--- src/rtl/branch_resolve_unit.sv ---
// Execute-side branch resolution: an in-order queue of fetch predictions, checked against the
// resolved outcome in E to produce redirect/flush, predictor training and branch statistics.
module branch_resolve_unit #(
  parameter int unsigned DEPTH = 4,
  parameter int unsigned XLEN  = 32,
  parameter int unsigned CNT_W = 32
) (
  input  logic             clk,
  input  logic             rst,
  input  logic             f_valid,
  input  logic [XLEN-1:0]  f_pc,
  input  logic             f_pred_taken,
  input  logic [XLEN-1:0]  f_pred_target,
  output logic             q_full,
  input  logic             e_valid,
  input  logic             e_branch,
  input  logic             e_jump,
  input  logic             e_taken,
  input  logic [XLEN-1:0]  e_target,
  output logic             redirect,
  output logic [XLEN-1:0]  redirect_pc,
  output logic             upd_valid,
  output logic [XLEN-1:0]  upd_pc,
  output logic             upd_taken,
  output logic [XLEN-1:0]  upd_target,
  output logic             q_err,
  output logic [CNT_W-1:0] branch_cnt,
  output logic [CNT_W-1:0] mispred_cnt
);

  localparam int unsigned PtrW = $clog2(DEPTH);
  localparam int unsigned CntW = PtrW + 1;
  localparam logic [CntW-1:0] FullCnt = CntW'(DEPTH);

  logic [XLEN-1:0]  pc_mem     [DEPTH];
  logic [XLEN-1:0]  target_mem [DEPTH];
  logic [DEPTH-1:0] taken_mem;

  logic [PtrW-1:0]  rd_ptr_q, rd_ptr_d, wr_ptr_q, wr_ptr_d;
  logic [CntW-1:0]  count_q, count_d;

  logic             redirect_q, upd_valid_q, upd_taken_q, q_err_q;
  logic [XLEN-1:0]  redirect_pc_q, upd_pc_q, upd_target_q;
  logic [CNT_W-1:0] branch_cnt_q, mispred_cnt_q;

  logic             q_empty, push, pop, err, flush, is_cti;
  logic             head_taken, actual_taken, mispredict;
  logic [XLEN-1:0]  head_pc, head_target, actual_pc;

  assign q_full  = (count_q == FullCnt);
  assign q_empty = (count_q == '0);

  // Both queue ports are frozen during the redirect cycle.
  assign push = f_valid & ~q_full & ~redirect_q;
  assign pop  = e_valid & ~q_empty & ~redirect_q;
  assign err  = e_valid & q_empty & ~redirect_q;

  assign head_pc     = pc_mem[rd_ptr_q];
  assign head_target = target_mem[rd_ptr_q];
  assign head_taken  = taken_mem[rd_ptr_q];

  assign is_cti       = e_branch | e_jump;
  assign actual_taken = e_jump | (e_branch & e_taken);
  assign actual_pc    = actual_taken ? e_target : head_pc + XLEN'(4);
  // A non-branch predicted taken lands here too: actual_taken=0 differs from the prediction.
  assign mispredict   = (head_taken != actual_taken) |
                        (actual_taken & (head_target != e_target));
  assign flush        = pop & mispredict;

  always_comb begin
    rd_ptr_d = rd_ptr_q;
    wr_ptr_d = wr_ptr_q;
    count_d  = count_q;
    if (flush) begin
      // Everything younger than the mispredicted head is wrong-path, including this cycle's push.
      rd_ptr_d = '0;
      wr_ptr_d = '0;
      count_d  = '0;
    end else begin
      if (push) wr_ptr_d = wr_ptr_q + PtrW'(1);
      if (pop)  rd_ptr_d = rd_ptr_q + PtrW'(1);
      if (push && !pop)      count_d = count_q + CntW'(1);
      else if (pop && !push) count_d = count_q - CntW'(1);
    end
  end

  always_ff @(posedge clk) begin
    if (push && !flush) begin
      pc_mem[wr_ptr_q]     <= f_pc;
      target_mem[wr_ptr_q] <= f_pred_target;
      taken_mem[wr_ptr_q]  <= f_pred_taken;
    end
  end

  always_ff @(posedge clk) begin
    if (rst) begin
      rd_ptr_q      <= '0;
      wr_ptr_q      <= '0;
      count_q       <= '0;
      redirect_q    <= 1'b0;
      redirect_pc_q <= '0;
      upd_valid_q   <= 1'b0;
      upd_pc_q      <= '0;
      upd_taken_q   <= 1'b0;
      upd_target_q  <= '0;
      q_err_q       <= 1'b0;
      branch_cnt_q  <= '0;
      mispred_cnt_q <= '0;
    end else begin
      rd_ptr_q      <= rd_ptr_d;
      wr_ptr_q      <= wr_ptr_d;
      count_q       <= count_d;
      redirect_q    <= flush;
      redirect_pc_q <= flush ? actual_pc : '0;
      upd_valid_q   <= pop & is_cti;
      upd_pc_q      <= (pop & is_cti) ? head_pc : '0;
      upd_taken_q   <= pop & is_cti & actual_taken;
      upd_target_q  <= (pop & is_cti) ? e_target : '0;
      if (err)            q_err_q       <= 1'b1;
      if (pop && is_cti)  branch_cnt_q  <= branch_cnt_q + CNT_W'(1);
      if (flush)          mispred_cnt_q <= mispred_cnt_q + CNT_W'(1);
    end
  end

  assign redirect    = redirect_q;
  assign redirect_pc = redirect_pc_q;
  assign upd_valid   = upd_valid_q;
  assign upd_pc      = upd_pc_q;
  assign upd_taken   = upd_taken_q;
  assign upd_target  = upd_target_q;
  assign q_err       = q_err_q;
  assign branch_cnt  = branch_cnt_q;
  assign mispred_cnt = mispred_cnt_q;

endmodule

--- config.mk ---
export PLATFORM = sky130hd
export DESIGN_NAME = branch_resolve_unit
export DESIGN_NICKNAME = d
export VERILOG_FILES = /design/src/rtl/branch_resolve_unit.sv
export SDC_FILE = /design/constraint.sdc
export NUM_CORES = 1
export LEC_CHECK = 0
export CAP_MARGIN = 30
export CORE_MARGIN = 4
export CORE_UTILIZATION = 35
export CTS_CLUSTER_DIAMETER = 60
export DETAILED_ROUTE_END_ITERATION = 10
export PLACE_DENSITY = 0.65
export SYNTH_ARGS = -nofsm -noshare
export SYNTH_HDL_FRONTEND = slang
export SYNTH_SLANG_ARGS = --single-unit
--- constraint.sdc ---
create_clock -name clk -period 5 [get_ports clk]
set_input_delay 0.5 -clock clk [delete_from_list [all_inputs] [get_ports clk]]
set_output_delay 0.5 -clock clk [all_outputs]
set_load 0.005 [all_outputs]
# Word level (Yosys, flattened, before mapping)
# Memories as Yosys holds them, arrays and structs flattened. A register that Yosys moved wholly into a read port is not among the register bits.
# Cells that the tools add are included.
[word_totals]
regBits = 175
mem_bits_rw = 256
wordCells = 74
n_memories = 2
[mem_list]
columns = ["memory", "depth", "width", "rd", "rd_ports_with_merged_regs", "write_ports", "line_no", "text"]
rows = [
  ["pc_mem", 4, 32, 1, 1, 1, "35", "logic [XLEN-1:0] pc_mem [DEPTH];"],
  ["target_mem", 4, 32, 1, 1, 1, "36", "logic [XLEN-1:0] target_mem [DEPTH];"],
]
[op_classes]
n_addsub = 7
magnitude_cmp = 3
n_eq_ne = 3
n_mux = 14
n_bitwise = 19
reduce_logical = 13
[op_table]
columns = ["cell", "count"]
rows = [
  ["$add A32 B1 Y32 const B", 2],
  ["$add A32 B3 Y32 const B", 1],
  ["$mux W32", 1],
  ["$ne A32 B32 Y1", 1],
  ["$and A1 B1 Y1", 11],
  ["$mux W2", 4],
  ["$lt A2 B3 Y1 const B", 2],
  ["$mux W3", 2],
  ["$reduce_or A2 Y1", 3],
  ["$logic_and A1 B1 Y1", 5],
  ["$not A1 Y1", 5],
  ["$add A2 B1 Y2 const B", 2],
  ["$bwmux W4", 1],
  ["$mux W1", 4],
  ["$add A3 B1 Y3 const B", 1],
  ["$eq A3 B3 Y1 const B", 1],
  ["$logic_not A1 Y1", 3],
  ["$logic_not A3 Y1", 1],
  ["$or A1 B1 Y1", 3],
  ["$sub A3 B1 Y3 const B", 1],
  ["$bmux W1 S2", 1],
  ["$demux W1 S2", 1],
  ["$ge A2 B1 Y1 const B", 1],
  ["$reduce_bool A2 Y1", 1],
  ["$ne A1 B1 Y1", 1],
]

# Longest topological paths before layout
[logic_depth]
depth_word = 9
ltp_mapped = 13

# Worst setup path after synthesis
# No wires, ideal clock.
[synth_path]
path_kind = "register to register"
from = "register with a tool-made name"
to = "memory pc_mem[0][0] (enable)"
setup_ns = 0.430
arrival_time_ns = 4.159
t_required_ns = 4.570
slack_ns = 0.411
path_stages_with_launch = 10
n_path_buf = 3
path_cell_list = "dfxtp_1 > buf_6 > mux4_2 > xor2_1 > or4_1 > nor4_4 > a21o_1 > buf_6 > buf_6 > and3_1"
[synth_rtl]
columns = ["element", "line_no"]
rows = [
  ["end: declaration", "35"],
]

==> run_results.csv <==
group,metric,value,unit
run_status,outcome,"finished clean",
global_routing,grt_start_max_net_pins,70,
die,die_y,227,um
routing,drt-initial-drc-count,896,
place,gp_congestion,0.790,
yosys,synth_fp_nets,1263,
place,port_buffers,268,
global_routing,antenna_found_initial,11,
worst_hold_path,min_from,"q_err$_SDFFE_PP0P_",
routing,drc_errors,0,
routing,via_per_inst,5.17,
finish,final_area,21700,um^2
cts,clock_latency,0.57,ns
global_routing,track_usage,17.7,%
cts,cts.sinks,433,
sta,fin_crit_sh,86.6,%
power,leakagePower,7.10,nW
die,core,47000,um^2
sta,tns,0,ns
power,power_density,460,nW/um^2
cts,cts_root_buffer,"clkbuf_16",
finish,nets,1555,
cts,cts_made_buffers,45,
place,hpwl,33300,um
global_routing,overflow,0,
finish,drive_gt1_share,11.6,%
finish,final_cell_mix,"267 x clkdlybuf4s50_1, 260 x edfxtp_1, 171 x dfxtp_1",
die,io_pins,269,
sta,hold_viol_final,0,
sta,setup_viol,0,
job,drv_cap,0,
worst_setup_path,critPathArrivalTime,4.74,ns
yosys,async_flop_share,0,%
worst_setup_path,critPathKind,"register to register",
sta,period_needed,4.33,ns
place,pre_cts_ws,0.664,ns
sta,worst_pin_slew,0.883,ns
cts,cts_max_path_buffers,3,
worst_hold_path,hold_class,"register to register",
sta,slew_headroom,40.6,%
yosys,synth_cells,1150,
routing,num_vias,10800,
cts,path_clk_slew,0.06,ns
yosys,seq_area_frac_synth,67.2,%
yosys,synth-edff-count,260,
finish,fill_cells,4154,
yosys,synthFlopType,"edfxtp_1",
worst_setup_path,endpoint_kind,"register",
worst_setup_path,cp_max_fo,44,
sta,finClkSkew,0.0197,ns
routing,first_pass_iters,5,
place,dpl-instance-area,20200,um^2
global_routing,grt_pass1_wl,67900,um
finish,layout_commonest_cell,"clkdlybuf4s50_1",
sta,fmaxAchievable,231,MHz
die,row_count,79,
routing,antenna_left,0,
die,dieArea,51400,um^2
worst_setup_path,cp-start-kind,"register",
yosys,yosys_warnings,0,
worst_setup_path,worstPathRequired,5.41,ns
finish,area_delta_synth_final,29.6,%
routing,routedWlPerCell,22.4,um
power,power,10.0,mW
yosys,ys_types,59,
sta,drv_slew,0,
sta,fin_ws,0.671,ns
cts,cts_max_level,2,
cts,cts_tree,"done",
sta,rsz0062_at_grt,"false",
yosys,synthesis.area,16800,um^2
yosys,syn_area_per_cell,14.6,um^2
cts,hold_buffers,0,
die,initial_utilization,35.7,%
routing,wl,46600,um
cts,cts_setup_buffers,0,
power,peakVddDrop,0.318,mV
global_routing,grt_pass1_vias,10700,
yosys,synth-seq-cells,433,
die,die_w,227,um
cts,cts_resized,0,
==> per-layer routing <==
metal  vias to the layer above  wire length, um  global-route usage, %
li1                       4868                -                      -
met1                      5398            20000                   24.1
met2                       431            21800                   28.4
met3                        71             3940                   4.75
met4                        14              893                   4.32
met5                         -               89                      0
==> cell type report <==
class	instances	area (um^2)	area share [%]
Antenna cell	1	2.50	0.0115
Multi-Input combinational cell	646	5130	23.6
Clock buffer	62	1280	5.88
Sequential cell	433	11300	51.9
Clock inverter	21	196	0.905
Tap cell	607	759	3.50
Inverter	21	78.8	0.363
Timing Repair Buffer	295	2990	13.8
==> per-stage QoR <==
stage	hold slack, ns	utilization, %	instances
floorplan	0.461	-	1150
global placement	0.453	43.0	2000
detailed placement	0.468	43.1	2001
CTS	0.482	46.2	2084
global route	0.522	46.3	2086
finish	0.473	46.3	2086
==> registers in the layout (all words and copies together), names as in the netlist, 3 cells and up, named ones only <==
| register | flops |
|---|---|
| pc_mem | 128 |
| target_mem | 128 |
| branch_cnt | 32 |
| mispred_cnt | 32 |
| redirect_pc | 32 |
| upd_pc | 32 |
| upd_target | 32 |
| taken_mem | 4 |
| count_q | 3 |
==> final timing paths <==
| kind | depth (start not counted) | to | slack, ns |
|---|---|---|---|
| worst min-delay path | 2 | q_err$_SDFFE_PP0P_ | 0.47 |
| worst min register to register | 2 | q_err$_SDFFE_PP0P_ | 0.47 |
| worst max register to register | 10 | redirect_pc[19]$_SDFF_PP0_ | 0.67 |
| worst max-delay path | 10 | redirect_pc[19]$_SDFF_PP0_ | 0.67 |
==> synth_stat cells (11+ instances only) <==
cell,instances,area (um^2)
a211oi_1,28,210
mux4_2,56,1260
xor2_1,38,333
and2_1,64,400
buf_6,12,135
or3_1,13,81.3
inv_1,20,75.1
mux2i_1,22,220
edfxtp_1,260,7810
nand2_1,42,158
xnor2_1,59,517
and3_1,15,93.8
nand3_1,30,150
nand4_1,22,138
clkbuf_1,24,90.1
o31ai_1,11,82.6
nor2_1,105,394
a21oi_1,38,190
dfxtp_1,173,3460
==> critical path, cell delays in order (launching register included) <==
cell      delay [ns]
dfxtp_4         0.83
mux4_2          0.61
xnor2_1         0.20
nand4_1         0.17
or4_1           0.49
nor4_4          0.46
a21o_1          0.29
buf_4           0.41
or2_1           0.16
buf_4           0.38
a211oi_1        0.11
==> cell families after synthesis <==
| group | share of synthesized area (%) |
|---|---|
| adder cells (fa/ha/maj) | 0.717 |
| multiplexers | 9.22 |
| flip-flops | 67.2 |
| AND/OR/NAND/NOR | 10.8 |
| buffers and inverters | 2.35 |
| XOR/XNOR | 5.07 |
| AO/OA/AOI/OAI | 4.61 |
==> where the power goes <==
part | switching [mW] | total [mW] | internal [mW] | leakage (nW)
clock | 1.37 | 3.32 | 1.95 | 0.724
combinational | 1.10 | 2.16 | 1.06 | 2.60
sequential | 0.242 | 4.52 | 4.28 | 3.77
total | 2.72 | 10.0 | 7.28 | 7.10
Power figures use the tool's default switching activity.
==> RTL edit 1, RTL diff (config.mk and constraints unchanged) <==
Remove the register `redirect_pc_q`: a continuous assignment takes its place, so the output `redirect_pc` follows one clock earlier.
--- a/src/rtl/branch_resolve_unit.sv
+++ b/src/rtl/branch_resolve_unit.sv
@@ -100,3 +100,2 @@
       redirect_q    <= 1'b0;
-      redirect_pc_q <= '0;
       upd_valid_q   <= 1'b0;
@@ -113,3 +112,2 @@
       redirect_q    <= flush;
-      redirect_pc_q <= flush ? actual_pc : '0;
       upd_valid_q   <= pop & is_cti;
@@ -123,2 +121,4 @@
   end
+
+  assign redirect_pc_q = flush ? actual_pc : '0;
 
Function: changed (a bounded check fails within 4 cycles, from zero or initial values and one cycle with rst high).
==> RTL edit 1 against the original RTL <==
Power shrank 1.8%. Setup slack lost 0.31 ns. Synthesized cell count shrank 2.4%. Synthesized area shrank 2.3%. Clock power shrank 5%. Cell area shrank 2.6%. Die area shrank 2.2%. Combinational power grew 16%. Sequential power shrank 8.4%. Global-route usage grew 0.071 points. Sequential cell count shrank 32. Fmax shrank 6.6%. Critical path type is now flop to primary output. Largest cell class unchanged. Largest power group unchanged. Core utilization is essentially flat. Routed wire length shrank 0.53%.
==> RTL edit 1: results (changes against the original RTL) <==
| Metric | Value |
|---|---|
| Setup Skew | `0.01956 ns (was 0.01968 ns)` |
| Worst VDD drop | `0.0002326 V (was 0.0003176 V)` |
| Vias in the first global route | `10510 (was 10670)` |
| Slowest cell on the critical path | `mux4_2 (was dfxtp_4)` |
| Routed Wire Length | `46390 um (was 46640 um)` |
| Routability Congestion | `0.8384 (was 0.7898)` |
| Filler cells | `3967 (was 4154)` |
| Yosys warnings | `0 (unchanged)` |
| Distinct cell type count after synthesis | `71 (was 59)` |
| CP max FO | `14 (was 44)` |
| Finished Layout Cells | `2049 (was 2086)` |
| Largest net degree at the start of global routing | `72 (was 70)` |
| Clock transition at the registers of the reported paths | `0.06 ns (about the same)` |
| Hold buffers post-CTS | `0 (unchanged)` |
| Average size of a mapped cell | `14.59 um^2 (was 14.57 um^2)` |
| Final net count | `1526 (was 1555)` |
| Seq/Total Area, Yosys | `0.6494 (was 0.6725)` |
| Drt first-iter violations | `807 (was 896)` |
| LEAKAGE | `6.984 nW (was 7.100 nW)` |
| Ranking of synthesized cells by area | `edfxtp_1 (48%), dfxtp_1 (17%), mux4_2 (4.4%), mux4_1 (3.9%), xor2_1 (2.9%) (was edfxtp_1 (47%), dfxtp_1 (21%), mux4_2 (7.5%), xnor2_1 (3.1%), and2_1 (2.4%))` |
| H-tree depth | `2 (unchanged)` |
| First-pass GRT wire length | `67520 um (was 67880 um)` |
| Commonest cells post-synth | `edfxtp_1 (260), dfxtp_1 (141), nor2_1 (99) (was edfxtp_1 (260), dfxtp_1 (173), nor2_1 (105))` |
| Main synth FF type | `edfxtp_1 (unchanged)` |
| CTS Buffer Depth | `3 (unchanged)` |
| Max transition margin | `0.3571 (was 0.4060)` |
| IO Port Bufs | `268 (unchanged)` |
| Layout cells sized above 1 | `0.1107 (was 0.1164)` |
| Initial antenna violation count | `5 (was 11)` |
| Top flop regs | `pc_mem (128), target_mem (128) (unchanged)` |
| Number of CTS-inserted buffers | `43 (was 45)` |
| Mapped Nets | `1235 (was 1263)` |
| Worst EP arrival | `4.14 ns (was 4.74 ns)` |
| Post-detail-place hpwl | `32660 um (was 33310 um)` |
| Post-synth EDFFs | `260 (unchanged)` |
| Status | `completed (unchanged)` |
| Via count | `10550 (was 10780)` |
| CP max stage delay | `0.62 ns (was 0.83 ns)` |
| CTS Root Cell | `clkbuf_16 (unchanged)` |
| Pre-CTS setup slack | `0.5570 ns (was 0.6636 ns)` |
| Post-synth ARST share | `0 (unchanged)` |
| Gr usage total | `0.1777 (was 0.1770)` |
## RTL edit 1: cell count changes in the layout (fill, tap and decap cells not counted), moves of 9 or more
cell,change
xor2_1,+17
dfxtp_1,-32
o31ai_1,-9
o21ai_0,+12
mux4_2,-24
nand2_1,+14
mux4_1,+22
## RTL edit 1: repair_timing
item	in CTS	in global routing
pin swaps	0	0
setup endpoints to repair	2	1
buffers inserted	1	1
resized for setup	0	0
## RTL edit 1: cells by family after synthesis
logic type               share of synthesized area
AO/OA/AOI/OAI                              0.04082
adder cells (fa/ha/maj)                   0.007338
buffers and inverters                      0.02346
AND/OR/NAND/NOR                             0.1232
multiplexers                               0.09799
XOR/XNOR                                   0.05779
flip-flops                                  0.6494
## RTL edit 1: cell type report
| class | instances | share of cell area |
|---|---|---|
| diodes | 3 | 0.0003548 |
| well taps | 600 | 0.03548 |
| clock inverters | 28 | 0.01265 |
| clock buffers | 50 | 0.05352 |
| inverters | 12 | 0.002129 |
| multi-input cells | 664 | 0.2539 |
| flip-flops and latches | 401 | 0.5028 |
| repair buffers | 291 | 0.1392 |
## RTL edit 1: path summary, 6_finish.rpt
path / start / endpoint / cells after the start / slack (ns)
setup reg to reg: flop / target_mem[1][15] / 10 / 1.10
setup / recovery: flop / redirect_pc[30] / 10 / 0.36
hold reg to reg: q_err / q_err / 2 / 0.49
hold / removal: q_err / q_err / 2 / 0.49
## RTL edit 1: report_power, final
part	switching, mW	internal [mW]
Sequential	0.159	3.98
Combinational	1.38	1.13
Clock	1.29	1.88
Total	2.83	6.99
## RTL edit 1: metrics by stage
stage	util	cell area (um^2)
2_1_floorplan	-	16370
6_report	0.4623	21160
3_3_place_gp	0.4305	19700
3_5_place_dp	0.4305	19700
4_1_cts	0.4615	21120
5_1_grt	0.4621	21150
## RTL edit 1: critical path: cells and delay by family, from the launching register on
kind                       cells  cell delay (ns)
buffers and inverters          3             1.24
AOI/OAI and AO/OA              1             0.44
adders and majority gates      1             0.32
xor gates and xnor gates       1             0.07
DFF                            1             0.55
and+or+nand+nor                3             0.32
muxes                          1             0.62
## RTL edit 1: metal layers
layer  part of all wire  GRT usage
met5            0.00095          0
met4              0.024    0.05000
met3              0.095    0.06004
met2               0.46     0.2798
met1               0.43     0.2370
==> RTL edit 2, RTL diff (config.mk and constraints unchanged) <==
Without the edit above. The parameter `CNT_W` goes from 32 to 16.
--- a/src/rtl/branch_resolve_unit.sv
+++ b/src/rtl/branch_resolve_unit.sv
@@ -5,3 +5,3 @@
   parameter int unsigned XLEN  = 32,
-  parameter int unsigned CNT_W = 32
+  parameter int unsigned CNT_W = 16
 ) (
Interface: changed (resized branch_cnt and mispred_cnt); port bits go from 269 to 237. The function was not compared with the original's and may differ.
==> RTL edit 2 against the original RTL <==
Sequential share of layout area grew 1.4 points. Power is 4.0% lower. Sequential cell count is 32 lower. Cell area fell by 8.1%. Setup slack better by 0.30 ns. Routed wire length shrank 11%. Die area down 7.2%. Critical path depth is 1 lower. Synthesized area is 7.4% lower. Critical endpoint is now pc_mem[0][18].
==> RTL edit 2: results (changes against the original RTL) <==
| Metric | Value |
|---|---|
| Status | `completed (unchanged)` |
| LEAKAGE | `6.572 nW (was 7.100 nW)` |
| Max transition margin | `0.5269 (was 0.4060)` |
| Antenna cells | `0 (was 1)` |
| Inst Count DP | `1788 (was 2001)` |
| Worst hold path type | `input pin to flop (was flop to flop)` |
| Vias in the first global route | `9431 (was 10670)` |
| Largest net degree at the start of global routing | `66 (was 70)` |
| Setup Skew | `0.02248 ns (was 0.01968 ns)` |
| Pre-CTS setup slack | `0.9182 ns (was 0.6636 ns)` |
| Final core utilization | `0.4594 (was 0.4625)` |
| Vias/cell | `4.997 (was 5.169)` |
| Depth of the most critical reg-to-reg path | `9 (was 10)` |
| Min-Delay Startpoint | `rst (was q_err)` |
| First-pass GRT wire length | `60240 um (was 67880 um)` |
| Final net count | `1363 (was 1555)` |
| CP max stage delay | `0.74 ns (was 0.83 ns)` |
| Routed Wire Length | `41430 um (was 46640 um)` |
| Commonest cells post-synth | `edfxtp_1 (260), dfxtp_1 (141), nor2_1 (77) (was edfxtp_1 (260), dfxtp_1 (173), nor2_1 (105))` |
| IO Port Bufs | `236 (was 268)` |
| Yosys warnings | `0 (unchanged)` |
| Filler cells | `3826 (was 4154)` |
| Flop-to-flop setup slack | `0.97 ns (was 0.67 ns)` |
| Drt first-iter violations | `854 (was 896)` |
| RR Endpoint | `pc_mem[0][18] (was redirect_pc[19])` |
| Gate Count Post-Synth | `993 (was 1150)` |
| Worst VDD drop | `0.0002776 V (was 0.0003176 V)` |
| Slowest cell on the critical path | `dfxtp_4 (unchanged)` |
| CP max FO | `39 (was 44)` |
| Initial antenna violation count | `8 (was 11)` |
| Worst EP arrival | `4.28 ns (was 4.74 ns)` |
| Seq/Total Area, Yosys | `0.6851 (was 0.6725)` |
| Hold_ws | `0.3526 ns (was 0.4729 ns)` |
| Worst hold endpoint | `branch_cnt[13] (was q_err)` |
| Layout cells sized above 1 | `0.1151 (was 0.1164)` |
| Ranking of synthesized cells by area | `edfxtp_1 (50%), dfxtp_1 (18%), mux4_2 (4.9%), mux4_1 (3.6%), xnor2_1 (2.7%) (was edfxtp_1 (47%), dfxtp_1 (21%), mux4_2 (7.5%), xnor2_1 (3.1%), and2_1 (2.4%))` |
| Mapped Nets | `1106 (was 1263)` |
| Post-detail-place hpwl | `29370 um (was 33310 um)` |
| Placed inst area | `18510 um^2 (was 20220 um^2)` |
| Number of CTS-inserted buffers | `44 (was 45)` |
| WL/cell | `22.14 um (was 22.36 um)` |
==> RTL edit 2: power by group <==
group | switching [mW] | internal (mW)
combinational | 1.14 | 1.05
clock | 1.29 | 1.90
sequential | 0.200 | 4.02
total | 2.63 | 6.97
==> RTL edit 2: layout make-up <==
class,count,area share
Clock inverter,22,0.008649
Clock buffer,60,0.06418
Multi-Input combinational cell,532,0.2250
Tap cell,585,0.03666
Inverter,15,0.002820
Sequential cell,401,0.5328
Timing Repair Buffer,256,0.1299
==> RTL edit 2: layer usage <==
metal  GRT usage  share of wire  vias up
met5           0         0.0019        -
met4     0.05582          0.028       12
met3     0.04380          0.082       84
met2      0.2690           0.46      373
met1      0.2291           0.42     4634
li1            -              -     4247
==> RTL edit 2: worst register-to-register path, cell delays in order, from the launching register on <==
cell     delay [ns]
dfxtp_4        0.74
mux4_1         0.67
xnor2_1        0.16
nand4_1        0.14
nor2_1         0.14
or4b_1         0.54
o21ai_2        0.16
buf_4          0.28
and3_2         0.61
buf_4          0.31
==> RTL edit 2: cell families after synthesis <==
family | count (synthesis) | synth area share
buf+inv | 60 | 0.02701
xor+xnor | 77 | 0.04346
mux | 84 | 0.1036
compound gates | 91 | 0.04000
flops | 401 | 0.6851
simple gates | 271 | 0.09313
fa+ha+maj | 9 | 0.007741
==> RTL edit 2: how the worst max path moves through the flow <==
stage          depth (start not counted)             to  slack, ns  start
6_report                               9  pc_mem[0][18]       0.97   flop
5_1_grt                                8  pc_mem[0][18]       0.71   flop
4_1_cts                                9  pc_mem[0][18]       0.90   flop
3_5_place_dp                           9  pc_mem[0][14]       0.92   flop
3_3_place_gp                           9  pc_mem[0][14]       0.94   flop
2_1_floorplan                         12   pc_mem[0][0]       0.57   flop
